## config.mk

```make
export PLATFORM = sky130hd
export DESIGN_NAME = uart_rx_8n1
export DESIGN_NICKNAME = d
export VERILOG_FILES = /design/src/rtl/uart_rx_8n1.sv
export SDC_FILE = /design/constraint.sdc
export NUM_CORES = 1
export LEC_CHECK = 0
export BUFFER_PORTS_ARGS = -buffer_cell sky130_fd_sc_hd__buf_4
export CAP_MARGIN = 20
export CORE_ASPECT_RATIO = 0.7
export CORE_MARGIN = 2
export CORE_UTILIZATION = 50
export DETAILED_ROUTE_END_ITERATION = 10
export GPL_TIMING_DRIVEN = 0
export PLACE_DENSITY = 0.71
export SLEW_MARGIN = 20
export SYNTH_ARGS = -nofsm -noshare
export SYNTH_HDL_FRONTEND = slang
export SYNTH_SLANG_ARGS = --single-unit
```

## constraint.sdc

```tcl
create_clock -name clk_100M -period 1.7 [get_ports clk_100M]
set_input_delay 0.255 -clock clk_100M [delete_from_list [all_inputs] [get_ports clk_100M]]
set_output_delay 0.255 -clock clk_100M [all_outputs]
set_load 0.005 [all_outputs]
```

## src/rtl/uart_rx_8n1.sv

```systemverilog
`timescale 1ns/1ps
// ---------------------------------------------------------------------------
// uart_rx_8n1
//
// Receiver for 8N1 UART frames: 1 start bit, 8 data bits LSB first, 1 stop
// bit, no parity. The line is oversampled with the system clock. Bits are
// sampled at their centres, and each good frame is presented with a
// one-cycle strobe.
//
// Ports:
//   clk_100M    in   1  system clock, all logic on the rising edge
//   rst         in   1  asynchronous active-low reset (0 = reset)
//   rx          in   1  serial line, idle high, asynchronous to clk_100M
//   byte_valid  out  1  one-cycle strobe, rx_byte holds a new good byte
//   rx_byte     out  8  last received data byte, bit 0 = first bit on line
// ---------------------------------------------------------------------------
module uart_rx_8n1 #(
  parameter int CLK_FREQ     = 100_000_000,
  parameter int BAUD         = 115200,
  parameter int CLKS_PER_BIT = CLK_FREQ / BAUD
) (
  input  logic       clk_100M,
  input  logic       rst,
  input  logic       rx,
  output logic       byte_valid,
  output logic [7:0] rx_byte
);

  localparam int HALF_BIT = CLKS_PER_BIT / 2;
  localparam int CNT_W    = (CLKS_PER_BIT > 2) ? $clog2(CLKS_PER_BIT) : 1;

  localparam logic [CNT_W-1:0] CNT_FULL = CNT_W'(CLKS_PER_BIT - 1);
  localparam logic [CNT_W-1:0] CNT_HALF = CNT_W'(HALF_BIT - 1);

  localparam logic [1:0] IDLE  = 2'd0;
  localparam logic [1:0] START = 2'd1;
  localparam logic [1:0] DATA  = 2'd2;
  localparam logic [1:0] STOP  = 2'd3;

  logic [1:0]       rst_sync;
  logic             rst_n_int;
  logic             rx_meta;
  logic             rx_s;
  logic [1:0]       state;
  logic [CNT_W-1:0] bit_cnt;
  logic [2:0]       bit_idx;
  logic [7:0]       shift_reg;

  // The reset asserts asynchronously, but its release is retimed to the
  // clock. This stops the flops below from leaving reset on different
  // cycles.
  always_ff @(posedge clk_100M or negedge rst) begin
    if (!rst) begin
      rst_sync <= 2'b00;
    end else begin
      rst_sync <= {rst_sync[0], 1'b1};
    end
  end

  assign rst_n_int = rst_sync[1];

  // Two-flop synchronizer for the asynchronous line. It resets to the idle
  // level (high), so leaving reset does not look like a start edge.
  always_ff @(posedge clk_100M or negedge rst_n_int) begin
    if (!rst_n_int) begin
      rx_meta <= 1'b1;
      rx_s    <= 1'b1;
    end else begin
      rx_meta <= rx;
      rx_s    <= rx_meta;
    end
  end

  // Frame FSM. START waits half a bit to reach the centre of the start bit.
  // Every later sample is then a whole bit period apart, so all samples fall
  // at bit centres. The FSM leaves STOP at the centre of the stop bit, which
  // lets it catch a start edge that follows with no idle gap.
  always_ff @(posedge clk_100M or negedge rst_n_int) begin
    if (!rst_n_int) begin
      state      <= IDLE;
      bit_cnt    <= '0;
      bit_idx    <= 3'd0;
      shift_reg  <= 8'h00;
      rx_byte    <= 8'h00;
      byte_valid <= 1'b0;
    end else begin
      byte_valid <= 1'b0;
      case (state)
        IDLE: begin
          bit_cnt <= '0;
          if (!rx_s) begin
            state <= START;
          end
        end

        START: begin
          if (bit_cnt == CNT_HALF) begin
            bit_cnt <= '0;
            bit_idx <= 3'd0;
            // A line that is high again at mid-start was only a glitch.
            state   <= rx_s ? IDLE : DATA;
          end else begin
            bit_cnt <= bit_cnt + 1'b1;
          end
        end

        DATA: begin
          if (bit_cnt == CNT_FULL) begin
            bit_cnt            <= '0;
            shift_reg[bit_idx] <= rx_s;
            if (bit_idx == 3'd7) begin
              state <= STOP;
            end else begin
              bit_idx <= bit_idx + 3'd1;
            end
          end else begin
            bit_cnt <= bit_cnt + 1'b1;
          end
        end

        STOP: begin
          if (bit_cnt == CNT_FULL) begin
            bit_cnt <= '0;
            state   <= IDLE;
            // A low stop bit is a framing error. The frame is dropped and
            // rx_byte keeps the last good byte.
            if (rx_s) begin
              rx_byte    <= shift_reg;
              byte_valid <= 1'b1;
            end
          end else begin
            bit_cnt <= bit_cnt + 1'b1;
          end
        end

        default: begin
          state   <= IDLE;
          bit_cnt <= '0;
        end
      endcase
    end
  end

endmodule

```

==> key figures <==
Outcome
  – Status: finished, violations left
  – Violated checks: setup timing

Yosys
  – Number of synthesized flops with an enable pin: 0
  – Asr flop ratio synth: 100%
  – Post-synth top flop: dfrtp_1
  – Synth Instances: 131
  – #FFs+latches synth: 36
  – Synthesized Nets: 138
  – YS warnings: 0
  – Avg Cell Area, Syn: 12.5 µm²
  – Sequential share of the synthesized area: 55.2%
  – Cell area after synthesis: 1640 µm²
  – Library cells used by synthesis: 41

Setup path
  – R2r endpoint: shift_reg[6]
  – Worst Setup Path Type: flip-flop to flip-flop
  – Crit Path Max Fanout: 7
  – CP Launch Type: flip-flop
  – Worst EP required: 1.87 ns
  – Worst Setup SP: bit_cnt[3]
  – Reg2Reg Setup Slack: -0.14 ns
  – Worst path arrival time: 2.02 ns
  – R2R depth: 5
  – Critical Path Sink Type: flip-flop
  – Worst r2r src: bit_cnt[3]

Clock tree
  – CTS clk-pin slew, worst paths: 0.07 ns
  – Clk sinks: 36
  – CTS tree: built
  – Number of buffers created by CTS: 5
  – Clock latency on the worst-skew pair: 0.28 ns
  – CTS root buf: clkbuf_8
  – Htree depth: 2
  – CTS max path bufs: 2

Cells and area
  – Fin nets: 170
  – N_diodes: 0
  – Fin cells: 202
  – Multi-input logic area: 867 µm²
  – Filler cells: 216
  – Final instance area: 2170 µm²
  – P&R area growth vs syn: 32.5%
  – Layout cell share with drive strength beyond 1: 42.1%
  – Sequential cell area: 906 µm²
  – Max reg flops: 10

Drt
  – Number of vias per cell: 5.92
  – DRT iter0 DRCs: 102
  – Detailed-route via count: 1196
  – Number of antenna-violating nets in the routed design: 0
  – WL/cell: 17.2 µm
  – Post-Route WL: 3480 µm
  – Residual DRC count: 0
  – First-pass DRT Iterations: 7

Global routing
  – Initial antenna violation count: 0
  – Vias in the first global route: 1150
  – GRT Total Usage: 19.9%
  – First-pass GRT wire length: 5490 µm
  – Largest net degree at the start of global routing: 35
  – Grt met2 use: 30.1%
  – GR Util met3: 5.62%
  – Grt ovf: 0
  – Met1 Usage GRT: 27.0%
  – GRT Max-Usage Layer: met2

Worst hold path
  – HP Start: rx
  – Hold path depth: 1
  – Worst Hold Path EP: rx_meta
  – Hold Crit Class: primary input to flip-flop

Place
  – Port Buf Inserts: 11
  – Placed cell areas: 1770 µm²
  – Dpl cells: 180
  – Final GP Congestion: 0.828
  – DP HPWL: 1980 µm

Timing
  – Pins over their slew limit: 0
  – Worst rel slew slack: 52.7%
  – Worst-Margin Slew: 0.709 ns
  – Final period utilization: 108%
  – F_max: 543 MHz
  – Skew final: 0.00369 ns
  – Unrepaired setup endpoints after global routing: yes
  – Final worst setup slack: -0.142 ns
  – Min Tclk post-route: 1.84 ns
  – Endpoints failing hold: 0
  – Final Setup Violations: 18

Power
  – Peak VDD IR: 661 µV
  – Lkg Pwr: 0.969 nW
  – Sw frac: 28.2%
  – Total internal power: 0.00158 W
  – Clock share of power: 33.4%
  – Combinational fraction of design power: 16.5%
  – Switch Pwr: 0.000619 W
  – Power share of the sequential group: 50.1%
  – Cell area power density: 1010 nW/µm²

Floorplanning
  – Die width: 72.4 µm
  – Die ar.: 3760 µm²
  – Core ar.: 3150 µm²
  – Rows: 17
  – Initial Util: 52.0%
  – Number of I/O pins: 12
  – DIE HEIGHT: 51.9 µm

Flow run
  – Max_cap viols: 0
what timing repair did:
action | CTS | global route
pin swaps | 7 | 13
setup buffers | 8 | 5
resized for setup | 23 | 16
gates cloned | 0 | 1
endpoints found under the hold margin | 2 | 0
hold buffers | 1 | 0
endpoints found under the setup margin | 29 | 28
routing by layer:
| metal | share of wire, % | vias up |
|---|---|---|
| li1 | - | 544 |
| met1 | 47 | 602 |
| met2 | 46 | 43 |
| met3 | 5.4 | 7 |
| met4 | 1.5 | 0 |
| met5 | 0 | - |
how the worst max path moves through the flow:
stage / to / slack [ns] / cells past startpoint
final: shift_reg[6] / -0.14 / 5
after global routing: shift_reg[6] / -0.22 / 5
after CTS: rx_byte[2] / -0.18 / 6
after detailed placement: rx_byte[5] / -0.43 / 5
after global placement: rx_byte[3] / -0.35 / 5
after floorplan: rx_byte[0] / -0.11 / 5
cells in the final DEF, fill, tap and decap left out, types with 2 or more instances in the layout:
cell	instances
xor2_1	5
clkbuf_8	5
a22o_1	3
mux2_4	12
nand2_1	3
and2_1	2
nor4_4	2
xnor2_1	2
nand3_1	4
o21ai_0	2
dfrtp_2	2
ha_1	3
inv_1	4
dfrtp_1	32
dfstp_2	2
nand4_1	5
nor3_4	2
clkbuf_1	3
mux2_2	4
and3_1	2
buf_6	6
buf_4	19
nor2_1	11
and4_1	2
power by group through the flow:
stage               clock network, W  logic (W)  registers (W)
floorplan                          0   0.000227        0.00106
global placement                   0   0.000261        0.00108
detailed placement                 0   0.000272        0.00109
CTS                         0.000750   0.000316        0.00108
global route                0.000784   0.000403        0.00111
finish                      0.000734   0.000362        0.00110
cell usage after synthesis, types with 3 or more instances:
library cell  count  share of area, %
nor3_1            3              0.92
clkbuf_1          3              0.69
dfrtp_1          34                52
nand4_1           5               1.9
ha_1              4               3.1
xor2_1            5               2.7
nor2_1           11               2.5
nand3_1           4               1.2
nand2_1           3              0.69
inv_1             4              0.92
mux2_2           16                11
and3_1            3               1.1
a22o_1            3               1.6
final cells by class:
cell class	count	area share, %
clock inverters	2	1.61
clock buffers	6	3.34
flip-flops and latches	36	41.7
plain buffers	3	0.865
well taps	38	2.19
multi-input cells	88	39.9
inverters	4	0.692
repair buffers	25	9.63
critical path: stages, from the launching register on:
cell and delay, ns:
dfrtp_1 0.48, nor3b_4 0.35, nand3_4 0.16, buf_6 0.17, nor4b_4 0.24, mux2_4 0.32
logic make-up after synthesis:
group                    Yosys count  share of synthesized area [%]
AND/OR/NAND/NOR                   46                           18.6
flip-flops                        36                           55.2
multiplexers                      17                           11.6
AO/OA/AOI/OAI                     12                           5.27
buffers and inverters              8                           2.29
XOR/XNOR                           7                           3.74
adder cells (fa/ha/maj)            4                           3.06
other                              1                          0.229
metrics by stage:
step	hold WS, ns	setup TNS [ns]	setup WS (ns)	total power, W	util, %
after floorplan	-0.0406	-0.936	-0.107	0.00128	-
after global placement	0.0376	-6.26	-0.352	0.00134	56.2
after detailed placement	0.0382	-7.74	-0.427	0.00136	56.2
after CTS	0.0726	-2.04	-0.185	0.00215	65.0
after global routing	0.0643	-3.18	-0.216	0.00230	69.0
final	0.0787	-1.51	-0.142	0.00220	69.0
Power figures use the tool's default switching activity.
